**config.mk**
```make
export PLATFORM = sky130hd
export DESIGN_NAME = branch_predictor_bank
export DESIGN_NICKNAME = d
export VERILOG_FILES = /design/src/rtl/branch_predictor_bank_pkg.sv /design/src/rtl/branch_predictor_bank_sat_counter2.sv /design/src/rtl/branch_predictor_bank.sv
export SDC_FILE = /design/constraint.sdc
export NUM_CORES = 2
export LEC_CHECK = 0
export ABC_AREA = 1
export CAP_MARGIN = 10
export CELL_PAD_IN_SITES_DETAIL_PLACEMENT = 1
export CELL_PAD_IN_SITES_GLOBAL_PLACEMENT = 1
export CORE_MARGIN = 5
export CORE_UTILIZATION = 50
export DETAILED_ROUTE_END_ITERATION = 8
export PLACE_DENSITY = 0.9
export SYNTH_ARGS = -nofsm -noshare
export SYNTH_HDL_FRONTEND = slang
export SYNTH_SLANG_ARGS = --single-unit
```
**constraint.sdc**
```tcl
create_clock -name clk -period 83.3 [get_ports clk]
set_input_delay 16.66 -clock clk [delete_from_list [all_inputs] [get_ports clk]]
set_output_delay 16.66 -clock clk [all_outputs]
set_load 0.01 [all_outputs]
```
**src/rtl/branch_predictor_bank_pkg.sv**
```systemverilog
// branch_predictor_bank_pkg: shared predictor counter encoding and reset value
package branch_predictor_bank_pkg;
  typedef enum logic [1:0] {
    STRONG_NT = 2'b00,
    WEAK_NT   = 2'b01,
    WEAK_T    = 2'b10,
    STRONG_T  = 2'b11
  } predictor_state;
  localparam logic [1:0] PHT_INIT = WEAK_NT;
endpackage

```
**src/rtl/branch_predictor_bank_sat_counter2.sv**
```systemverilog
// sat_counter2: 2-bit saturating counter, async reset to weakly not taken
module sat_counter2
  import branch_predictor_bank_pkg::*;
(
  input  logic       clk,
  input  logic       reset,
  input  logic       inc,
  input  logic       dec,
  output logic [1:0] cnt
);
  always_ff @(posedge clk or posedge reset)
    if (reset) cnt <= PHT_INIT;
    else if (inc && cnt != STRONG_T) cnt <= cnt + 2'd1;
    else if (dec && cnt != STRONG_NT) cnt <= cnt - 2'd1;
endmodule

```
**src/rtl/branch_predictor_bank.sv**
```systemverilog
// branch_predictor_bank: PHT + direct-mapped BTB predictor, optional gshare, trained from the resolve port
module branch_predictor_bank
  import branch_predictor_bank_pkg::*;
#(
  parameter int PHT_ENTRIES = 64,
  parameter int BTB_ENTRIES = 16,
  parameter int HIST_LEN    = 6,
  parameter int GSHARE      = 0
) (
  input  logic        clk,
  input  logic        reset,
  input  logic [31:0] fetch_pc,
  output logic        pred_taken,
  output logic [31:0] pred_target,
  output logic        pred_hit,
  input  logic        upd_valid,
  input  logic [31:0] upd_pc,
  input  logic        upd_is_br,
  input  logic        upd_is_jal,
  input  logic        upd_taken,
  input  logic [31:0] upd_target,
  input  logic        upd_mispredict,
  output logic [31:0] mispredict_count
);
  localparam int PHT_IDX = $clog2(PHT_ENTRIES);
  localparam int BTB_IDX = $clog2(BTB_ENTRIES);
  localparam int TAG_W   = 30 - BTB_IDX;
  typedef struct packed {
    logic             valid;
    logic [TAG_W-1:0] tag;
    logic [31:0]      target;
    logic             is_jal;
  } btb_entry_t;
  btb_entry_t btb [BTB_ENTRIES];
  btb_entry_t fe;
  logic [HIST_LEN-1:0] ghr;
  logic [PHT_IDX-1:0] hist, f_idx, u_idx;
  logic [1:0] cnt [PHT_ENTRIES];
  logic br_upd, jal_upd;
  logic unused_pc_lsbs;
  assign unused_pc_lsbs = ^{fetch_pc[1:0], upd_pc[1:0]};
  assign hist    = GSHARE != 0 ? PHT_IDX'(ghr) : '0;
  assign f_idx   = fetch_pc[PHT_IDX+1:2] ^ hist;
  assign u_idx   = upd_pc[PHT_IDX+1:2] ^ hist;
  // a simultaneous br+jal is handled as jal
  assign jal_upd = upd_valid && upd_is_jal;
  assign br_upd  = upd_valid && upd_is_br && !upd_is_jal;
  for (genvar g = 0; g < PHT_ENTRIES; g++) begin : g_pht
    sat_counter2 u_cnt (
      .clk   (clk),
      .reset (reset),
      .inc   (br_upd && u_idx == PHT_IDX'(g) && upd_taken),
      .dec   (br_upd && u_idx == PHT_IDX'(g) && !upd_taken),
      .cnt   (cnt[g])
    );
  end
  always_ff @(posedge clk or posedge reset)
    if (reset) for (int i = 0; i < BTB_ENTRIES; i++) btb[i] <= '0;
    else if (jal_upd || (br_upd && upd_taken))
      btb[upd_pc[BTB_IDX+1:2]] <= '{valid: 1'b1, tag: upd_pc[31:BTB_IDX+2], target: upd_target, is_jal: jal_upd};
  always_ff @(posedge clk or posedge reset)
    if (reset) ghr <= '0;
    else if (br_upd) ghr <= HIST_LEN'({ghr, upd_taken});
  always_ff @(posedge clk or posedge reset)
    if (reset) mispredict_count <= '0;
    else if (upd_valid && upd_mispredict && mispredict_count != '1) mispredict_count <= mispredict_count + 32'd1;
  always_comb begin
    fe          = btb[fetch_pc[BTB_IDX+1:2]];
    pred_hit    = fe.valid && fe.tag == fetch_pc[31:BTB_IDX+2];
    pred_taken  = pred_hit && (fe.is_jal || cnt[f_idx][1]);
    pred_target = pred_hit ? fe.target : '0;
  end
  always @(posedge clk)
    if (!reset && upd_valid) assert (!(upd_is_br && upd_is_jal));
endmodule

```
Word-level counts from Yosys, hierarchy flattened
Index checks and enable logic that the tools add are counted.
W data, S select, Z words.
{"block": "op_classes", "addsub": 129, "reduce_logical": 462, "bitwise_logic": 3, "eq_ne": 129, "n_mux": 138, "order_cmp": 4}
{"operator": "$bwmux W960", "n": 1}
{"operator": "$logic_and A1 B1 Y1", "n": 329}
{"operator": "$mux W2", "n": 130}
{"operator": "$reduce_bool A2 Y1", "n": 128}
{"operator": "$bmux W60 S4", "n": 1}
{"operator": "$demux W60 S4", "n": 1}
{"operator": "$eq A6 B6 Y1 const B", "n": 32}
{"operator": "$mux W60", "n": 3}
{"operator": "$add A2 B1 Y2 const B", "n": 64}
{"operator": "$ne A2 B2 Y1 const B", "n": 64}
{"operator": "$sub A2 B1 Y2 const B", "n": 64}
{"operator": "$eq A6 B5 Y1 const B", "n": 16}
{"operator": "$eq A6 B4 Y1 const B", "n": 8}
{"operator": "$add A32 B1 Y32 const B", "n": 1}
{"operator": "$mux W32", "n": 1}
{"operator": "$ne A32 B32 Y1 const B", "n": 1}
{"operator": "$eq A26 B26 Y1", "n": 1}
{"operator": "$eq A6 B3 Y1 const B", "n": 4}
{"operator": "$bmux W2 S6", "n": 1}
{"operator": "$eq A6 B2 Y1 const B", "n": 2}
{"operator": "$ge A5 B5 Y1 const B", "n": 2}
{"operator": "$not A4 Y5", "n": 2}
{"operator": "$ge A7 B7 Y1 const B", "n": 1}
{"operator": "$not A6 Y7", "n": 1}
{"operator": "5 further kinds", "n": 7}
{"block": "totals", "input_bits": 103, "reg_bits": 1120}

Longest topological paths before layout
{"block": "depth", "word_depth": 7, "ltp_mapped": 19, "ltp_nobuf": 16}

Cells and area by module
A second synthesis with hierarchy kept.
{"block": "unflattened", "hier_cells": 6920, "hier_area_um2": 54133.2}
{"module": "branch_predictor_bank", "cells_per_inst": 5960, "instances": 1, "area_per_inst_um2": 47246.6}
{"module": "sat_counter2", "cells_per_inst": 15, "instances": 64, "area_per_inst_um2": 107.6}

Worst setup path before layout
Ideal clock, no wire load.
{"block": "synth_path", "path_kind": "input-to-output", "start": "in fetch_pc[3]", "end": "out pred_target[10]", "slack_ps": 48346, "path_stages": 16, "t_arrival_ps": 18294, "path_cell_list": "buf_2 > inv_2 > buf_4 > buf_2 > nor2_1 > o21ai_0 > nand3_1 > nand3_1 > nand2_1 > nand2_1 > nand2_1 > nand3_1 > nor3_2 > nand2_2 > buf_6 > nor2_1"}
{"block": "synth_between", "elab_chain_cells": 7}
{"element": "start: declaration", "line": "branch_predictor_bank.sv:12", "rtl": "input logic [31:0] fetch_pc,"}
{"element": "$not A4 Y5 (not written as such) (*)", "line": "branch_predictor_bank.sv:68", "rtl": "fe = btb[fetch_pc[BTB_IDX+1:2]];"}
{"element": "$bmux W60 S4 (*)", "line": "branch_predictor_bank.sv:68"}
{"element": "$mux W60 (not written as such) (*) (2 in series)", "line": "branch_predictor_bank.sv:68"}
{"element": "$eq A26 B26 Y1", "line": "branch_predictor_bank.sv:69", "rtl": "pred_hit = fe.valid && fe.tag == fetch_pc[31:BTB_IDX+2];"}
{"element": "$logic_and A1 B1 Y1", "line": "branch_predictor_bank.sv:69"}
{"element": "$mux W32 (*)", "line": "branch_predictor_bank.sv:71", "rtl": "pred_target = pred_hit ? fe.target : '0;"}
{"element": "end: declaration", "line": "branch_predictor_bank.sv:14", "rtl": "output logic [31:0] pred_target,"}
Every way passes the cells marked *; elsewhere a longest branch is shown, timed or not. The select of a mux whose other input is x is not followed.

Worst setup path after layout
{"block": "layout_path", "start": "in fetch_pc[3]", "end": "out pred_target[31]"}
Same word-level chain as after synthesis.

==> results.rst <==
.. list-table::
   :header-rows: 1

   * - Metric
     - Value
   * - Critical Path Source Type
     - primary input
   * - Post-Place Cell Area
     - about 54000 sq um
   * - Average instance area after synthesis
     - 8.03 sq um
   * - Ys Warns
     - 0
   * - Area of the core
     - 104000 sq um
   * - Number of gates given a new drive strength after cts
     - 0
   * - Input/output buffers
     - 164
   * - Number of unique standard cell types used by synthesis
     - 39
   * - Area Growth Syn to Fin
     - 11.1%
   * - Number of instances in the synthesized netlist
     - 6518
   * - Share of flip-flops with an asynchronous set or reset
     - 1.00
   * - Share of cells above drive strength 1
     - 0.0538
   * - WL final
     - roughly 170000 um
   * - Antenna fix cells
     - 0
   * - Total CTS buffers
     - 120
   * - Number of levels in the clock H-tree
     - 3
   * - Comb power frac
     - 0.152
   * - Global-route total usage across every layer
     - 0.308
   * - Setup TNS after final layout
     - 0 ns
   * - Worst endpoint required time
     - 66.64 ns
   * - Internal power of the cells
     - 0.00104 W
   * - Min-delay worst type
     - register to register
   * - Maximum Capacitance Violations
     - 0
   * - Iteration-0 DRC count of the detailed router
     - 3808
   * - Die outline area
     - 111000 sq um
   * - Area occupied by registers
     - 28100 sq um
   * - Reg2Reg Setup Slack
     - 80.35 ns
   * - Number of hold-repair buffers added at the cts stage
     - 0
   * - Initial antenna violation count
     - 0
   * - Max FO, Critical Path
     - roughly 110
   * - Status
     - finished clean
   * - Post-DR vias/cell
     - 6.06
   * - Flop pwr share
     - 0.482
   * - TritonCTS clock tree
     - done
   * - Share of synthesized area occupied by flip-flops and latches
     - 0.537
   * - Number of nets in the layout
     - 6454
   * - Clock latency on the worst-skew pair
     - ~0.73 ns
   * - Via count of the first global-routing pass
     - slightly above 50000
   * - Clock period minus final worst setup slack
     - 38.50 ns
   * - Sort of element at the end of the critical path
     - output port
   * - RSZ-0062 raised after global routing
     - false
   * - Number of endpoints with negative hold slack in the final report
     - 0
   * - Final setup fails
     - 0
   * - Max Root-Sink Buffers
     - 3
   * - Fin crit share
     - 0.462
   * - Largest net degree at the start of global routing
     - around 240
   * - Number of nets produced by synthesis
     - 6622
   * - Drt first pass iters
     - 5
   * - Clock-pin slew of the registers on the worst-case setup and hold paths
     - 0.06 ns
   * - Startpoint-to-endpoint class of the critical path
     - primary input to output port
   * - Clock Power Share
     - 0.366
   * - Leakage Power
     - 26.9 nW
   * - Placer congestion estimate
     - 0.781
   * - Io pins
     - 169
   * - DIE WIDTH
     - 333 um
   * - EDFF count, synth
     - 0
   * - Cell at the root of the clock tree
     - sky130_fd_sc_hd__clkbuf_16
   * - Peak supply drop
     - 0.0184 mV
   * - First-pass GRT wire length
     - 279000 um
   * - WL/cell
     - 22.3 um
   * - Standard-cell rows
     - ~120
   * - Post-route ant nets
     - 0
   * - Slew at the pin closest to its max-slew limit
     - 1.25 ns
   * - Data arrival, critical path
     - roughly 22 ns
   * - Worst-case headroom to the max-slew limit
     - 0.165
   * - Effective utilization at floorplan
     - 0.504
   * - Total power density per cell area
     - 25.5 nW/um^2
   * - Num Clock Sinks
     - ~1100
   * - Number of filler instances in the final layout
     - 12400
   * - Remaining global-route overflow
     - 0
   * - Summed instance area of the synthesized netlist
     - 52300 sq um
   * - HPWL reported at the end of detailed placement
     - between 90000 and 100000 um
   * - Switching power share of the total
     - 0.295
   * - Reported net switching power
     - roughly 0.00044 W
   * - Total setup buffers inserted after CTS
     - 0
   * - Top FF cell, synth
     - sky130_fd_sc_hd__dfrtp_1
   * - Area occupied by multi-input gates
     - 20700 sq um
   * - Via count
     - ~47000
   * - Total of flip-flops plus latches after synthesis
     - 1120
   * - Clock Skews
     - about 0.011 ns
   * - Final instance area
     - 58100 sq um
   * - Achievable frequency
     - between 20 and 30 MHz
   * - Die Span Y
     - 333 um
   * - Number of remaining DRC errors
     - 0
   * - Max-slew violation total from the final report
     - 0
==> power groups by stage <==
stage / logic, W / clock network (W) / registers, W
finish: 0.000225 / 0.000543 / 0.000714
CTS: 0.000226 / 0.000548 / 0.000712
global placement: 0.000202 / 0 / 0.000710
global route: 0.000257 / 0.000572 / 0.000725
floorplan: 0.000160 / 0 / 0.000706
detailed placement: 0.000219 / 0 / 0.000718
==> cells in the mapped netlist, types with 29 or more instances <==
cell type / number / area, sq um
sky130_fd_sc_hd__o31ai_1: 52 / 390
sky130_fd_sc_hd__nand3_1: 283 / 1420
sky130_fd_sc_hd__clkbuf_1: 350 / 1310
sky130_fd_sc_hd__nor2_1: 298 / 1120
sky130_fd_sc_hd__dfrtp_1: 1056 / 26400
sky130_fd_sc_hd__nand2_1: 2022 / 7590
sky130_fd_sc_hd__o21ai_0: 1262 / 6320
sky130_fd_sc_hd__a21oi_1: 311 / 1560
sky130_fd_sc_hd__a221oi_1: 124 / 1090
sky130_fd_sc_hd__o211ai_1: 45 / 338
sky130_fd_sc_hd__dfstp_2: 64 / 1680
sky130_fd_sc_hd__buf_1: 29 / 109
sky130_fd_sc_hd__inv_1: 372 / 1400
sky130_fd_sc_hd__buf_2: 103 / 515
==> critical path: stages <==
cell and delay, ns:
sky130_fd_sc_hd__buf_8 0.22, sky130_fd_sc_hd__inv_8 0.61, sky130_fd_sc_hd__buf_4 0.75, sky130_fd_sc_hd__buf_4 0.82, sky130_fd_sc_hd__nor2_1 0.11, sky130_fd_sc_hd__o21ai_0 0.11
sky130_fd_sc_hd__nand3_1 0.12, sky130_fd_sc_hd__nand3_1 0.14, sky130_fd_sc_hd__nand2_1 0.06, sky130_fd_sc_hd__nand2_1 0.06, sky130_fd_sc_hd__nand2_1 0.13, sky130_fd_sc_hd__nor2_1 0.14
sky130_fd_sc_hd__nand2_1 0.11, sky130_fd_sc_hd__nor3_2 0.16, sky130_fd_sc_hd__nand2_2 0.08, sky130_fd_sc_hd__buf_4 0.35, sky130_fd_sc_hd__nor2_1 0.21, sky130_fd_sc_hd__clkdlybuf4s50_1 0.79
==> metal layers <==
layer | wire [um] | track usage
met1 | 70800 | 0.389
met2 | 86200 | 0.533
met4 | 7560 | 0.129
met5 | 0 | 0
met3 | 10100 | 0.0446
==> logic make-up after synthesis <==
kind of cell	synth area share
XOR/XNOR	0.00519
AND/OR/NAND/NOR	0.197
flip-flops	0.537
adder cells (fa/ha/maj)	0.000239
buffers and inverters	0.0690
AO/OA/AOI/OAI	0.191
==> state kept, by name, summed over array words and instances (netlist names) <==
name              cells
mispredict_count     32
g_pht.u_cnt.cnt     128
btb                 960
==> metrics by stage <==
stage,util,total power [W],hold slack (ns),instances,setup WS (ns)
CTS,0.560,0.00149,0.464,7831,44.88
floorplan,-,0.000865,0.423,6518,35.21
finish,0.560,0.00148,0.463,7831,44.80
global placement,0.522,0.000913,0.434,7608,45.05
detailed placement,0.522,0.000937,0.442,7608,45.00
global route,0.560,0.00155,0.484,7831,44.54
==> worst paths after layout <==
kind / to / cells after the start / start
setup / recovery: pred_target[31] / 18 / fetch_pc[3]
hold / removal: btb[779]$_DFFE_PP0P_ / 2 / btb[779]$_DFFE_PP0P_
setup reg to reg: mispredict_count[19]$_DFFE_PP0P_ / 9 / mispredict_count[9]$_DFFE_PP0P_
hold reg to reg: btb[779]$_DFFE_PP0P_ / 2 / btb[779]$_DFFE_PP0P_
max in group asynchronous: btb[268]$_DFFE_PP0P_ / 5 / reset
min in group asynchronous: g_pht[42].u_cnt.cnt[1]$_DFFE_PP0P_ / 2 / reset
==> cell usage in the layout (no fill, tap or decap), drive strengths merged, types with 8 or more instances in the layout <==
| cell | n |
|---|---|
| o211ai | 45 |
| a31oi | 13 |
| nor2 | 299 |
| a211oi | 8 |
| dfrtp | 1056 |
| clkdlybuf4s50 | 159 |
| o31ai | 52 |
| inv | 381 |
| xor2 | 21 |
| nand2 | 2023 |
| nand3 | 283 |
| a21oi | 311 |
| buf | 59 |
| nor3 | 19 |
| a221oi | 124 |
| clkbuf | 180 |
| xnor2 | 10 |
| clkinv | 34 |
| o21ai | 1279 |
| dfstp | 64 |
==> final cells by class <==
cell class	count	area share
Sequential cell	1120	0.484
Multi-Input combinational cell	4512	0.357
Clock buffer	180	0.0611
Timing Repair Buffer	218	0.0364
Tap cell	1380	0.0297
Inverter	378	0.0251
Clock inverter	43	0.00730
Power figures use the tool's default switching activity.
